<file path="src/rtl/approx_pkg.sv">
// Shared types and helpers for the approximate-multiplier scheduler.
// approx_norm reduces an 8-bit operand to a 4-bit mantissa plus a right-shift amount.
package approx_pkg;

   localparam int DATA_W = 8;
   localparam int PROD_W = 16;

   // One pair of multiplier operands as captured by the operand stage.
   typedef struct packed {
      logic [DATA_W-1:0] a;
      logic [DATA_W-1:0] b;
   } op_t;

   typedef logic [PROD_W-1:0] prod_t;

   // Returns {shift[2:0], mantissa[3:0]}.
   // The shift is (leading-one position - 3) when the upper nibble is nonzero, else 0.
   function automatic logic [6:0] approx_norm(input logic [DATA_W-1:0] x);
      logic [2:0]        sh;
      logic [DATA_W-1:0] t;
      if (x[7])      sh = 3'd4;
      else if (x[6]) sh = 3'd3;
      else if (x[5]) sh = 3'd2;
      else if (x[4]) sh = 3'd1;
      else           sh = 3'd0;
      t = x >> sh;
      return {sh, t[3:0]};
   endfunction

endpackage

</file>
<file path="src/rtl/rr_arbiter.sv">
// Round-robin arbiter: the search starts at i_ptr and wraps modulo NREQ.
// Grants at most one requester, and only while i_en is high.
module rr_arbiter #(
   parameter int NREQ = 4,
   parameter int IDW  = $clog2(NREQ)
) (
   input  logic [NREQ-1:0] i_req,
   input  logic [IDW-1:0]  i_ptr,
   input  logic            i_en,
   output logic [NREQ-1:0] o_grant
);

   logic [IDW-1:0] w_idx;
   logic           w_found;

   // Walk the requesters in priority order and grant the first one with a pending request.
   always_comb begin
      o_grant = '0;
      w_found = 1'b0;
      w_idx   = '0;
      for (int k = 0; k < NREQ; k++) begin
         w_idx = IDW'((int'(i_ptr) + k) % NREQ);
         if (i_en && !w_found && i_req[w_idx]) begin
            o_grant[w_idx] = 1'b1;
            w_found        = 1'b1;
         end
      end
   end

endmodule

</file>
<file path="src/rtl/unsignedApproxMult.sv">
// Combinational 8x8 unsigned approximate multiplier.
// Both operands are normalised to 4-bit mantissas. The mantissas are multiplied and the
// product is shifted back by the sum of the two shifts. There is no rounding or correction.
module unsignedApproxMult
   import approx_pkg::*;
(
   input  logic [DATA_W-1:0] i_a,
   input  logic [DATA_W-1:0] i_b,
   output prod_t             o_y
);

   logic [6:0] w_na;
   logic [6:0] w_nb;
   logic [7:0] w_mp;
   logic [3:0] w_sh;

   assign w_na = approx_norm(i_a);
   assign w_nb = approx_norm(i_b);
   assign w_mp = {4'b0, w_na[3:0]} * {4'b0, w_nb[3:0]};
   assign w_sh = {1'b0, w_na[6:4]} + {1'b0, w_nb[6:4]};
   // The largest result is 225 << 8, so the product always fits in 16 bits.
   assign o_y  = {8'b0, w_mp} << w_sh;

endmodule

</file>
<file path="src/rtl/approx_mult_scheduler.sv">
// Shares one approximate multiplier between NREQ requesters through a 2-stage pipeline
// (operand register S1, then product register S2) with round-robin arbitration.
//
// Handshake: a transfer occurs on a port in a cycle where valid and ready are both high
// at the rising edge. Valid must not depend on ready. req_ready is the combinational
// grant, and at most one bit of it is high. rsp_id and rsp_y stay stable while
// rsp_valid is high and rsp_ready is low.
module approx_mult_scheduler
   import approx_pkg::*;
#(
   parameter int NREQ  = 4,
   parameter int IDW   = $clog2(NREQ),
   parameter int CNT_W = 16
) (
   input  logic                 i_clk,
   input  logic                 i_rst,
   input  logic [NREQ-1:0]      i_req_valid,
   output logic [NREQ-1:0]      o_req_ready,
   input  logic [NREQ*8-1:0]    i_req_a,
   input  logic [NREQ*8-1:0]    i_req_b,
   output logic                 o_rsp_valid,
   input  logic                 i_rsp_ready,
   output logic [IDW-1:0]       o_rsp_id,
   output logic [PROD_W-1:0]    o_rsp_y,
   output logic                 o_busy,
   output logic [CNT_W-1:0]     o_ops_cnt
);

   logic             r_s1_vld;
   logic [IDW-1:0]   r_s1_id;
   op_t              r_s1_op;
   logic             r_s2_vld;
   logic [IDW-1:0]   r_s2_id;
   prod_t            r_s2_y;
   logic [IDW-1:0]   r_rr_ptr;
   logic [CNT_W-1:0] r_ops_cnt;

   logic             w_s1_adv;
   logic             w_s2_adv;
   logic [NREQ-1:0]  w_grant;
   logic             w_grant_any;
   logic [IDW-1:0]   w_grant_id;
   logic [IDW-1:0]   w_next_ptr;
   op_t              w_sel_op;
   prod_t            w_prod;

   assign w_s2_adv = !r_s2_vld || i_rsp_ready;
   assign w_s1_adv = !r_s1_vld || w_s2_adv;

   // No grant while reset is held, so req_ready reads zero during reset.
   rr_arbiter #(
      .NREQ (NREQ),
      .IDW  (IDW)
   ) u_arb (
      .i_req   (i_req_valid),
      .i_ptr   (r_rr_ptr),
      .i_en    (w_s1_adv && !i_rst),
      .o_grant (w_grant)
   );

   // Encode the one-hot grant and select the granted requester's operands.
   always_comb begin
      w_grant_id = '0;
      w_sel_op   = '0;
      for (int i = 0; i < NREQ; i++) begin
         if (w_grant[i]) begin
            w_grant_id = IDW'(i);
            w_sel_op.a = i_req_a[DATA_W*i +: DATA_W];
            w_sel_op.b = i_req_b[DATA_W*i +: DATA_W];
         end
      end
   end

   assign w_grant_any = |w_grant;
   assign w_next_ptr  = (w_grant_id == IDW'(NREQ - 1)) ? '0 : w_grant_id + IDW'(1);

   // Operand stage: capture the granted request. When idle, keep the operands so the
   // multiplier inputs do not toggle.
   always_ff @(posedge i_clk or posedge i_rst) begin
      if (i_rst) begin
         r_s1_vld <= 1'b0;
         r_s1_id  <= '0;
         r_s1_op  <= '0;
         r_rr_ptr <= '0;
      end else if (w_s1_adv) begin
         if (w_grant_any) begin
            r_s1_vld <= 1'b1;
            r_s1_id  <= w_grant_id;
            r_s1_op  <= w_sel_op;
            r_rr_ptr <= w_next_ptr;
         end else begin
            r_s1_vld <= 1'b0;
         end
      end
   end

   unsignedApproxMult u_mult (
      .i_a (r_s1_op.a),
      .i_b (r_s1_op.b),
      .o_y (w_prod)
   );

   // Product stage: load from S1 whenever the consumer side can move.
   always_ff @(posedge i_clk or posedge i_rst) begin
      if (i_rst) begin
         r_s2_vld <= 1'b0;
         r_s2_id  <= '0;
         r_s2_y   <= '0;
      end else if (w_s2_adv) begin
         r_s2_vld <= r_s1_vld;
         r_s2_id  <= r_s1_id;
         r_s2_y   <= w_prod;
      end
   end

   // Count completed responses; the counter saturates at all-ones.
   always_ff @(posedge i_clk or posedge i_rst) begin
      if (i_rst) begin
         r_ops_cnt <= '0;
      end else if (r_s2_vld && i_rsp_ready && (r_ops_cnt != '1)) begin
         r_ops_cnt <= r_ops_cnt + CNT_W'(1);
      end
   end

   assign o_req_ready = w_grant;
   assign o_rsp_valid = r_s2_vld;
   assign o_rsp_id    = r_s2_id;
   assign o_rsp_y     = r_s2_y;
   assign o_busy      = r_s1_vld || r_s2_vld;
   assign o_ops_cnt   = r_ops_cnt;

endmodule

</file>
<file path="config.mk">
export PLATFORM = sky130hd
export DESIGN_NAME = approx_mult_scheduler
export DESIGN_NICKNAME = d
export VERILOG_FILES = /design/src/rtl/approx_pkg.sv /design/src/rtl/rr_arbiter.sv /design/src/rtl/unsignedApproxMult.sv /design/src/rtl/approx_mult_scheduler.sv
export SDC_FILE = /design/constraint.sdc
export NUM_CORES = 1
export LEC_CHECK = 0
export ABC_AREA = 1
export CAP_MARGIN = 20
export CORE_MARGIN = 2
export CORE_UTILIZATION = 55
export CTS_CLUSTER_DIAMETER = 100
export DETAILED_ROUTE_END_ITERATION = 16
export PLACE_DENSITY = 0.88
export SETUP_SLACK_MARGIN = 0.02
export SLEW_MARGIN = 20
export SYNTH_ARGS = -nofsm -noshare
export SYNTH_HDL_FRONTEND = slang
export SYNTH_SLANG_ARGS = --single-unit
</file>
<file path="constraint.sdc">
create_clock -name i_clk -period 10.4 [get_ports i_clk]
set_clock_uncertainty 0.15 [all_clocks]
set_input_delay 1.04 -clock i_clk [delete_from_list [all_inputs] [get_ports i_clk]]
set_output_delay 1.04 -clock i_clk [all_outputs]
set_load 0.03 [all_outputs]
</file>
Word level (Yosys, flattened, before mapping)
Cells that the tools add are included.

Bitwise operators: 3. Muxes and demuxes: 40. $add $sub $neg: 6. Order comparisons: 8. Reduce and logical (&&, ||, !) cells: 25. Multipliers: 1. Shift operators: 3. Eq/ne operators: 2.

Operator list (number): $mux 16 (4); $mux 3 (6); $add 16x1->16 const B (1); $mux 4 (4); $ne 16x16->1 const B (1); $shl 8x4->16 (1); $shr 8x3->4 (2); $mux 1 (15); $logic_and 1x1->1 (14); $lt 2x3->1 const B (4); $or 4x4->4 (3); $bmux 1 s2 (4); $demux 1 s2 (4); $ge 2x1->1 const B (4); $mul 4x4->8 (1); $logic_not 1->1 (6); $mux 2 (3); $add 2x1->2 const B (2); $add 2x2->2 const B (2); $add 3x3->4 (1); $reduce_or 4->1 (1); $logic_or 1x1->1 (3); $eq 2x2->1 const B (1); $reduce_and 2->1 (1).

Flip-flop bits (word level): 56. Output and inout bits: 40. Logic and storage cells: 97. Input bits: 71.

Logic depth before layout (Yosys ltp)
Gate-level depths: netlist of run 1.

Word-level depth: 23. Gate-level depth with buffers: 26. Depth with buffers taken out: 26.

Hierarchy
From an unflattened synthesis of run 1, not the netlist that was laid out.

Cells, all modules: 750. Area, all modules: 4855.9 um2.

Modules (own cells, without submodules): approx_mult_scheduler (cells each 439, instances 1, area an instance 3090.5 um2, sequential area each 1401.3 um2); unsignedApproxMult (cells each 245, instances 1, area an instance 1365.1 um2, sequential area each 0.0 um2); rr_arbiter (cells each 66, instances 1, area an instance 400.4 um2, sequential area each 0.0 um2).

Worst setup path after synthesis of run 1
No wires, ideal clock.

Path type: in2out. From: in i_rst. To: out o_req_ready[0]. Stages: 8. Arrival: 3.337 ns. Data required time: 9.210 ns. Setup slack: 5.873 ns. Buffers on the path: 1. Cells stage by stage: inv_1 > nand2_1 > inv_1 > nand2_4 > nor2_8 > nand3_1 > nand3_2 > buf_2.

Word-level cells in the longest chain between the ends: 16. Elaborated cells on any way between the ends: 22. Those cells by class: mux: 7; bitwise: 3; reduce/logical: 12.

RTL lines: start, declared (RTL line approx_mult_scheduler.sv:16) `input logic i_rst,`; $logic_not 1->1 (no line) (*); $logic_and 1x1->1 (*) (RTL line approx_mult_scheduler.sv:57) `.i_en (w_s1_adv && !i_rst),`; $logic_and 1x1->1 (RTL line rr_arbiter.sv:23) `if (i_en && !w_found && i_req[w_idx]) begin`; $mux 1 (RTL line rr_arbiter.sv:23); $logic_not 1->1 (RTL line rr_arbiter.sv:23); $logic_and 1x1->1 (2 in series) (RTL line rr_arbiter.sv:23); $mux 1 (RTL line rr_arbiter.sv:23); $logic_not 1->1 (RTL line rr_arbiter.sv:23); $logic_and 1x1->1 (2 in series) (RTL line rr_arbiter.sv:23); $mux 1 (RTL line rr_arbiter.sv:23); $logic_not 1->1 (RTL line rr_arbiter.sv:23); $logic_and 1x1->1 (2 in series) (RTL line rr_arbiter.sv:23); $mux 4 (*) (RTL line rr_arbiter.sv:23); end, declared (RTL line approx_mult_scheduler.sv:18) `output logic [NREQ-1:0] o_req_ready,`.

Mark *: on every way between the ends. The rest lies on a longest branch, timed or not.

Worst setup path in the final report of run 1
Ends and elaborated chain as after synthesis.

==> impl_metrics.prom, run 1 <==
# TYPE chip_impl_metric gauge
chip_impl_metric{name="drive_above_1_share",unit="%"} 6.897
chip_impl_metric{name="clk-insertion-delay-late",unit="ps"} 310
chip_impl_metric{name="cts_setup_buffers",unit=""} 0
chip_impl_metric{name="grt_usage",unit="%"} 27.17
chip_impl_info{name="rsz0062_at_grt",value="false"} 1
chip_impl_metric{name="cts.hold.buffers_added",unit=""} 0
chip_impl_metric{name="max_freq",unit="MHz"} 198.1
chip_impl_metric{name="design.die.area",unit="µm²"} 9011
chip_impl_metric{name="design.core.area",unit="µm²"} 8134
chip_impl_metric{name="finalSetupViolations",unit=""} 0
chip_impl_metric{name="critical_path_peak_fanout",unit=""} 57
chip_impl_metric{name="synth_cell_types",unit=""} 38
chip_impl_info{name="cp_class",value="input pin to primary output"} 1
chip_impl_metric{name="synth_async_sr_flop_share",unit="%"} 100.0
chip_impl_metric{name="placement_rows",unit=""} 33
chip_impl_metric{name="cts-root-to-sink-buffers",unit=""} 2
chip_impl_metric{name="cts.sinks",unit=""} 56
chip_impl_metric{name="largest_net_degree_at_the_start_of_global_routing",unit=""} 58
chip_impl_metric{name="relative_area_change_from_synthesis_to_final_layout",unit="%"} 27.82
chip_impl_info{name="run_status",value="finished clean"} 1
chip_impl_metric{name="via_count_of_the_first_global_routing_pass",unit=""} 4520
chip_impl_metric{name="grt_first_pass_wirelength",unit="µm"} 19670
chip_impl_metric{name="final.setup.tns",unit="ps"} 0
chip_impl_metric{name="multi_input_comb_area",unit="µm²"} 2750
chip_impl_metric{name="slew-limit-headroom",unit="%"} 40.66
chip_impl_metric{name="avgViaCountPerCell",unit=""} 5.297
chip_impl_metric{name="finish.net_count",unit=""} 882
chip_impl_metric{name="critical_path_required",unit="ps"} 9210
chip_impl_info{name="critical_path.reg2reg.startpoint",value="r_s1_op[13]$_DFFE_PP0P_"} 1
chip_impl_metric{name="slew_viol_final",unit=""} 0
chip_impl_metric{name="die_h",unit="µm"} 94.93
chip_impl_info{name="synthFlopType",value="dfrtp_1"} 1
chip_impl_metric{name="wl_per_cell",unit="µm"} 12.94
chip_impl_metric{name="start_util",unit="%"} 55.90
chip_impl_metric{name="die_x",unit="µm"} 94.93
chip_impl_metric{name="yosys_register_bits",unit=""} 56
chip_impl_metric{name="number_of_enable_type_register_cells_in_the_synthesized_netlist",unit=""} 0
chip_impl_metric{name="clk_pin_slew",unit="ps"} 100
chip_impl_metric{name="drt-total-wl",unit="µm"} 11490
chip_impl_metric{name="final_hold_violation_count",unit=""} 0
chip_impl_metric{name="syn_avg_cell_area",unit="µm²"} 6.726
chip_impl_metric{name="diodes",unit=""} 0
chip_impl_info{name="most_frequent_cells_in_the_layout",value="nand2_1, clkdlybuf4s50_1, inv_1"} 1
chip_impl_metric{name="final_area",unit="µm²"} 5812
chip_impl_metric{name="layout.core_utilization",unit="%"} 71.45
chip_impl_metric{name="via_count",unit=""} 4704
chip_impl_metric{name="route.detailed.drc",unit=""} 0
chip_impl_info{name="cp-startpoint",value="i_rst"} 1
chip_impl_metric{name="drtIter0Drc",unit=""} 249
chip_impl_info{name="min-delay-start",value="o_rsp_y[6]$_DFFE_PP0P_"} 1
chip_impl_metric{name="drtAntennaViolNets",unit=""} 0
chip_impl_metric{name="final-seq-area",unit="µm²"} 1401
chip_impl_info{name="most_common_cell_after_layout_fill_and_taps_aside",value="nand2_1"} 1
chip_impl_metric{name="period_utilisation_layout",unit="%"} 48.55
chip_impl_metric{name="filler_cell_count",unit=""} 684
chip_impl_metric{name="clock_tree.htree_level_count",unit=""} 2
chip_impl_metric{name="worst_ep_arrival_time",unit="ps"} 3860
chip_impl_metric{name="synthesis.yosys.warnings",unit=""} 0
chip_impl_metric{name="pin_count",unit=""} 111
chip_impl_metric{name="gp_routability_congestion",unit=""} 0.9005
chip_impl_info{name="end_kind",value="primary output"} 1
chip_impl_metric{name="grt.overflow.total",unit=""} 0
chip_impl_metric{name="worst_case_hold_slack",unit="ps"} 337.6
chip_impl_metric{name="finalCriticalPeriod",unit="ps"} 5049
chip_impl_metric{name="synth_area",unit="µm²"} 4547
chip_impl_metric{name="synthesis.nets",unit=""} 776
chip_impl_info{name="cts_tree",value="yes"} 1
chip_impl_metric{name="seq_total_area_yosys",unit="%"} 30.82
chip_impl_metric{name="hpwl",unit="µm"} 9304
chip_impl_info{name="worst_setup_path_start_kind",value="input pin"} 1
chip_impl_metric{name="first_pass_iters",unit=""} 5
chip_impl_metric{name="postCtsResizedCells",unit=""} 0
chip_impl_metric{name="io_buffer_count",unit=""} 110
chip_impl_metric{name="detailed_place.area",unit="µm²"} 5714
chip_impl_metric{name="syn-instance-count",unit=""} 676
chip_impl_metric{name="worst_pin_slew",unit="ps"} 889.2
chip_impl_metric{name="grt_antenna_before_repair",unit=""} 0
chip_impl_metric{name="drv_cap",unit=""} 0
chip_impl_info{name="hold_path_class",value="flip-flop to flip-flop"} 1
chip_impl_info{name="clock_tree.root_cell",value="clkbuf_8"} 1
chip_impl_metric{name="cts-buffers-inserted",unit=""} 5
==> cell families after synthesis <==
logic type / count (synthesis) / share of synthesized area [%]
adders and majority gates: 29 / 8.806
DFF: 56 / 30.82
and+or+nand+nor: 437 / 43.40
AOI/OAI and AO/OA: 40 / 4.816
xor gates and xnor gates: 18 / 3.467
buffers and inverters: 96 / 8.695
==> area by class of cell <==
type / count / share of cell area (%)
clock inverter: 2 / 0.2583
inverter: 82 / 5.296
clock buffer: 6 / 1.421
sequential: 56 / 24.11
tap: 105 / 2.260
multi-input combinational: 524 / 47.32
timing repair buffer: 113 / 19.33
==> worst max-delay path, stage by stage <==
cell and delay (ps):
clkdlybuf4s50_1 410, inv_2 50, buf_4 530, nand2_1 170, inv_1 170, nand2_4 90, nor2_1 140, nand2_1 70
nand2_1 60, inv_1 40, nand3_2 290, clkdlybuf4s50_1 750
==> layer usage <==
layer / track usage (%) / up-vias / routed length, µm
li1: - / 2340 / -
met1: 32.68 / 2137 / 4739
met2: 49.70 / 200 / 5769
met3: 4.469 / 27 / 759
met4: 7.850 / 0 / 221
met5: 0 / - / 0
==> registers in the layout, summed over array words and instances (netlist names) <==
register / flops
o_rsp_valid: 1
r_rr_ptr: 2
r_s1_id: 2
o_ops_cnt: 16
o_rsp_id: 2
r_s1_vld: 1
r_s1_op: 16
o_rsp_y: 16
==> synthesized netlist by cell type (4+ instances only) <==
| cell | n | area share [%] |
|---|---|---|
| fa_1 | 5 | 2.2 |
| xnor2_1 | 9 | 1.7 |
| nand4_1 | 17 | 2.3 |
| buf_2 | 4 | 0.44 |
| o21ai_0 | 22 | 2.4 |
| ha_1 | 24 | 6.6 |
| or2_2 | 15 | 2.1 |
| inv_1 | 78 | 6.4 |
| dfrtp_1 | 56 | 31 |
| nand2_2 | 4 | 0.55 |
| nand3_2 | 6 | 1.3 |
| nor2_1 | 67 | 5.5 |
| nor3_1 | 6 | 0.66 |
| a21oi_1 | 8 | 0.88 |
| nand2_1 | 235 | 19 |
| nand3_1 | 65 | 7.2 |
| xor2_1 | 9 | 1.7 |
| nor2_2 | 5 | 0.69 |
| clkbuf_1 | 5 | 0.41 |
==> path summary, 6_finish.rpt <==
kind	to	slack (ps)	cells past startpoint
min in group asynchronous	o_ops_cnt[6]$_DFFE_PP0P_	1060	3
setup / recovery	o_req_ready[0]	5350	12
setup reg to reg	o_rsp_y[12]$_DFFE_PP0P_	5740	18
hold reg to reg	o_rsp_y[6]$_DFFE_PP0P_	340	2
hold / removal	o_rsp_y[6]$_DFFE_PP0P_	340	2
max in group asynchronous	r_s1_op[5]$_DFFE_PP0P_	8560	3
==> per-stage QoR <==
| step | instances | worst slack (ps) |
|---|---|---|
| finish | 888 | 5351 |
| floorplan | 676 | 5873 |
| CTS | 888 | 5344 |
| detailed placement | 880 | 5352 |
| global placement | 880 | 5439 |
| global route | 888 | 5080 |
Power of run 1 is not shown: default switching activity piles up to over one toggle a cycle in this logic, so the estimate is an artifact.
==> run 2, diff against run 1 <==
CORE_UTILIZATION = 51   (was 55)
PLACE_DENSITY = 0.82   (was 0.88)
clock period = 5.22 ns   (was 10.4 ns; I/O delays follow)
==> run 2 against run 1 <==
Worst hold slack improved by 6.4 ps. Routed wire length shrank 3.9%. Via count is 3.0% lower. Critical path depth up 6. Final area is essentially flat. Critical path type is now flip-flop to flip-flop. Highest routed layer unchanged.
==> impl_metrics.prom, run 2 (same netlist as run 1, synthesis figures left out) <==
# TYPE chip_impl_metric gauge
chip_impl_info{name="routed.top_layer",value="met4"} 1
chip_impl_metric{name="critical_path_required",unit="ps"} 5270
chip_impl_metric{name="grt_antenna_before_repair",unit=""} 0
chip_impl_metric{name="worst_ep_arrival_time",unit="ps"} 4700
chip_impl_metric{name="clk-insertion-delay-late",unit="ps"} 310
chip_impl_metric{name="wl_per_cell",unit="µm"} 12.39
chip_impl_metric{name="period_utilisation_layout",unit="%"} 89.08
chip_impl_metric{name="drt-total-wl",unit="µm"} 11040
chip_impl_metric{name="cts_setup_buffers",unit=""} 0
chip_impl_info{name="end_kind",value="flip-flop"} 1
chip_impl_metric{name="grt.overflow.total",unit=""} 0
chip_impl_metric{name="die_x",unit="µm"} 98.42
chip_impl_metric{name="detailed_place.area",unit="µm²"} 5718
chip_impl_metric{name="via_count_of_the_first_global_routing_pass",unit=""} 4410
chip_impl_metric{name="worst_pin_slew",unit="ps"} 892.3
chip_impl_metric{name="dr_wl_met3",unit="µm"} 637
chip_impl_metric{name="final_hold_violation_count",unit=""} 0
chip_impl_metric{name="final_area",unit="µm²"} 5814
chip_impl_metric{name="cts-buffers-inserted",unit=""} 5
chip_impl_metric{name="die_h",unit="µm"} 98.42
chip_impl_metric{name="placement_rows",unit=""} 34
chip_impl_info{name="cp-startpoint",value="r_s1_op[13]$_DFFE_PP0P_"} 1
chip_impl_metric{name="clk_pin_slew",unit="ps"} 100
chip_impl_info{name="critical_path.reg2reg.startpoint",value="r_s1_op[13]$_DFFE_PP0P_"} 1
chip_impl_metric{name="finish.net_count",unit=""} 882
chip_impl_info{name="most_frequent_cells_in_the_layout",value="nand2_1, clkdlybuf4s50_1, inv_1"} 1
chip_impl_info{name="worst_setup_path_start_kind",value="flip-flop"} 1
chip_impl_metric{name="slew_viol_final",unit=""} 0
chip_impl_metric{name="route.layer.met1.wl",unit="µm"} 4748
chip_impl_metric{name="drtIter0Drc",unit=""} 353
chip_impl_metric{name="design.die.area",unit="µm²"} 9687
chip_impl_metric{name="finalSetupViolations",unit=""} 0
chip_impl_metric{name="finalCriticalPeriod",unit="ps"} 4650
chip_impl_metric{name="grt_first_pass_wirelength",unit="µm"} 19160
chip_impl_info{name="hold_path_class",value="flip-flop to flip-flop"} 1
chip_impl_metric{name="cts.sinks",unit=""} 56
chip_impl_info{name="run_status",value="finished clean"} 1
chip_impl_metric{name="io_buffer_count",unit=""} 110
chip_impl_metric{name="postCtsResizedCells",unit=""} 0
chip_impl_metric{name="final.setup.tns",unit="ps"} 0
chip_impl_metric{name="cts-root-to-sink-buffers",unit=""} 2
chip_impl_metric{name="avgViaCountPerCell",unit=""} 5.123
chip_impl_metric{name="drv_cap",unit=""} 0
chip_impl_metric{name="gp_routability_congestion",unit=""} 0.9175
chip_impl_metric{name="route.detailed.drc",unit=""} 0
chip_impl_metric{name="slew-limit-headroom",unit="%"} 40.45
chip_impl_metric{name="via_count",unit=""} 4565
chip_impl_metric{name="critical_path_peak_fanout",unit=""} 5
chip_impl_metric{name="first_pass_iters",unit=""} 5
chip_impl_metric{name="diodes",unit=""} 0
chip_impl_metric{name="drive_above_1_share",unit="%"} 6.897
chip_impl_metric{name="largest_net_degree_at_the_start_of_global_routing",unit=""} 57
chip_impl_metric{name="clock_tree.htree_level_count",unit=""} 2
chip_impl_metric{name="start_util",unit="%"} 52.39
chip_impl_metric{name="met2_wirelength",unit="µm"} 5579
chip_impl_metric{name="pin_count",unit=""} 111
chip_impl_info{name="cts_tree",value="yes"} 1
chip_impl_metric{name="max_freq",unit="MHz"} 215.1
chip_impl_info{name="most_common_cell_after_layout_fill_and_taps_aside",value="nand2_1"} 1
chip_impl_info{name="min-delay-start",value="o_rsp_y[5]$_DFFE_PP0P_"} 1
chip_impl_metric{name="hpwl",unit="µm"} 8928
chip_impl_metric{name="drtAntennaViolNets",unit=""} 0
chip_impl_info{name="rsz0062_at_grt",value="false"} 1
chip_impl_metric{name="grt_usage",unit="%"} 23.33
chip_impl_metric{name="relative_area_change_from_synthesis_to_final_layout",unit="%"} 27.88
chip_impl_metric{name="cts.hold.buffers_added",unit=""} 0
chip_impl_metric{name="design.core.area",unit="µm²"} 8678
chip_impl_info{name="cp_class",value="flip-flop to flip-flop"} 1
chip_impl_info{name="clock_tree.root_cell",value="clkbuf_8"} 1
run 2: changes by cell type in the layout (fill, tap and decap cells not counted), sizes merged:
| cell | delta |
|---|---|
| clkbuf | -1 |
| inv | +1 |
| clkinv | +1 |
| clkinvlp | -1 |
run 2: path summary, 6_finish.rpt:
check | to | slack (ps) | cells past startpoint
setup / recovery | o_rsp_y[12]$_DFFE_PP0P_ | 570 | 18
hold / removal | o_rsp_y[5]$_DFFE_PP0P_ | 340 | 2
setup reg to reg | o_rsp_y[12]$_DFFE_PP0P_ | 570 | 18
hold reg to reg | o_rsp_y[5]$_DFFE_PP0P_ | 340 | 2
max in group asynchronous | o_rsp_y[1]$_DFFE_PP0P_ | 3880 | 3
min in group asynchronous | r_s1_vld$_DFFE_PP0N_ | 600 | 3
run 2: per-layer routing:
layer | GRT usage, % | up-vias
met3 | 3.546 | 13
met4 | 4.215 | 0
met2 | 44.27 | 161
met1 | 28.14 | 2051
met5 | 0 | -
li1 | - | 2340
run 2: area by class of cell:
class / instances / area, µm²
inverters: 82 / 307.8
fillers: 769 / 2864
clock buffers: 5 / 68.82
flip-flops and latches: 56 / 1401
repair buffers: 113 / 1124
multi-input cells: 524 / 2750
clock inverters: 3 / 27.53
well taps: 108 / 135.1
run 2: critical path: stages, from the launching register on:
cell	delay, ps
dfrtp_1	440
o21ai_1	320
nand2_1	190
o21ai_0	280
nor2_1	70
nor3_1	230
nand2_1	110
fa_1	520
inv_1	60
fa_1	560
inv_1	70
fa_1	450
xnor2_1	150
or2_2	270
o21ai_0	90
o21ai_0	120
or2_2	300
nand3_1	80
o211ai_1	90
run 2: per-stage QoR:
step	hold slack [ps]	cells	util [%]	setup slack [ps]
floorplan	298.3	676	-	946.3
global placement	312.7	883	65.89	789.3
detailed placement	321.0	883	65.89	591.2
CTS	345.1	891	67.00	577.5
global route	369.3	891	67.00	84.47
finish	344.0	891	67.00	570.2
Power of run 2 is left out for the same reason.
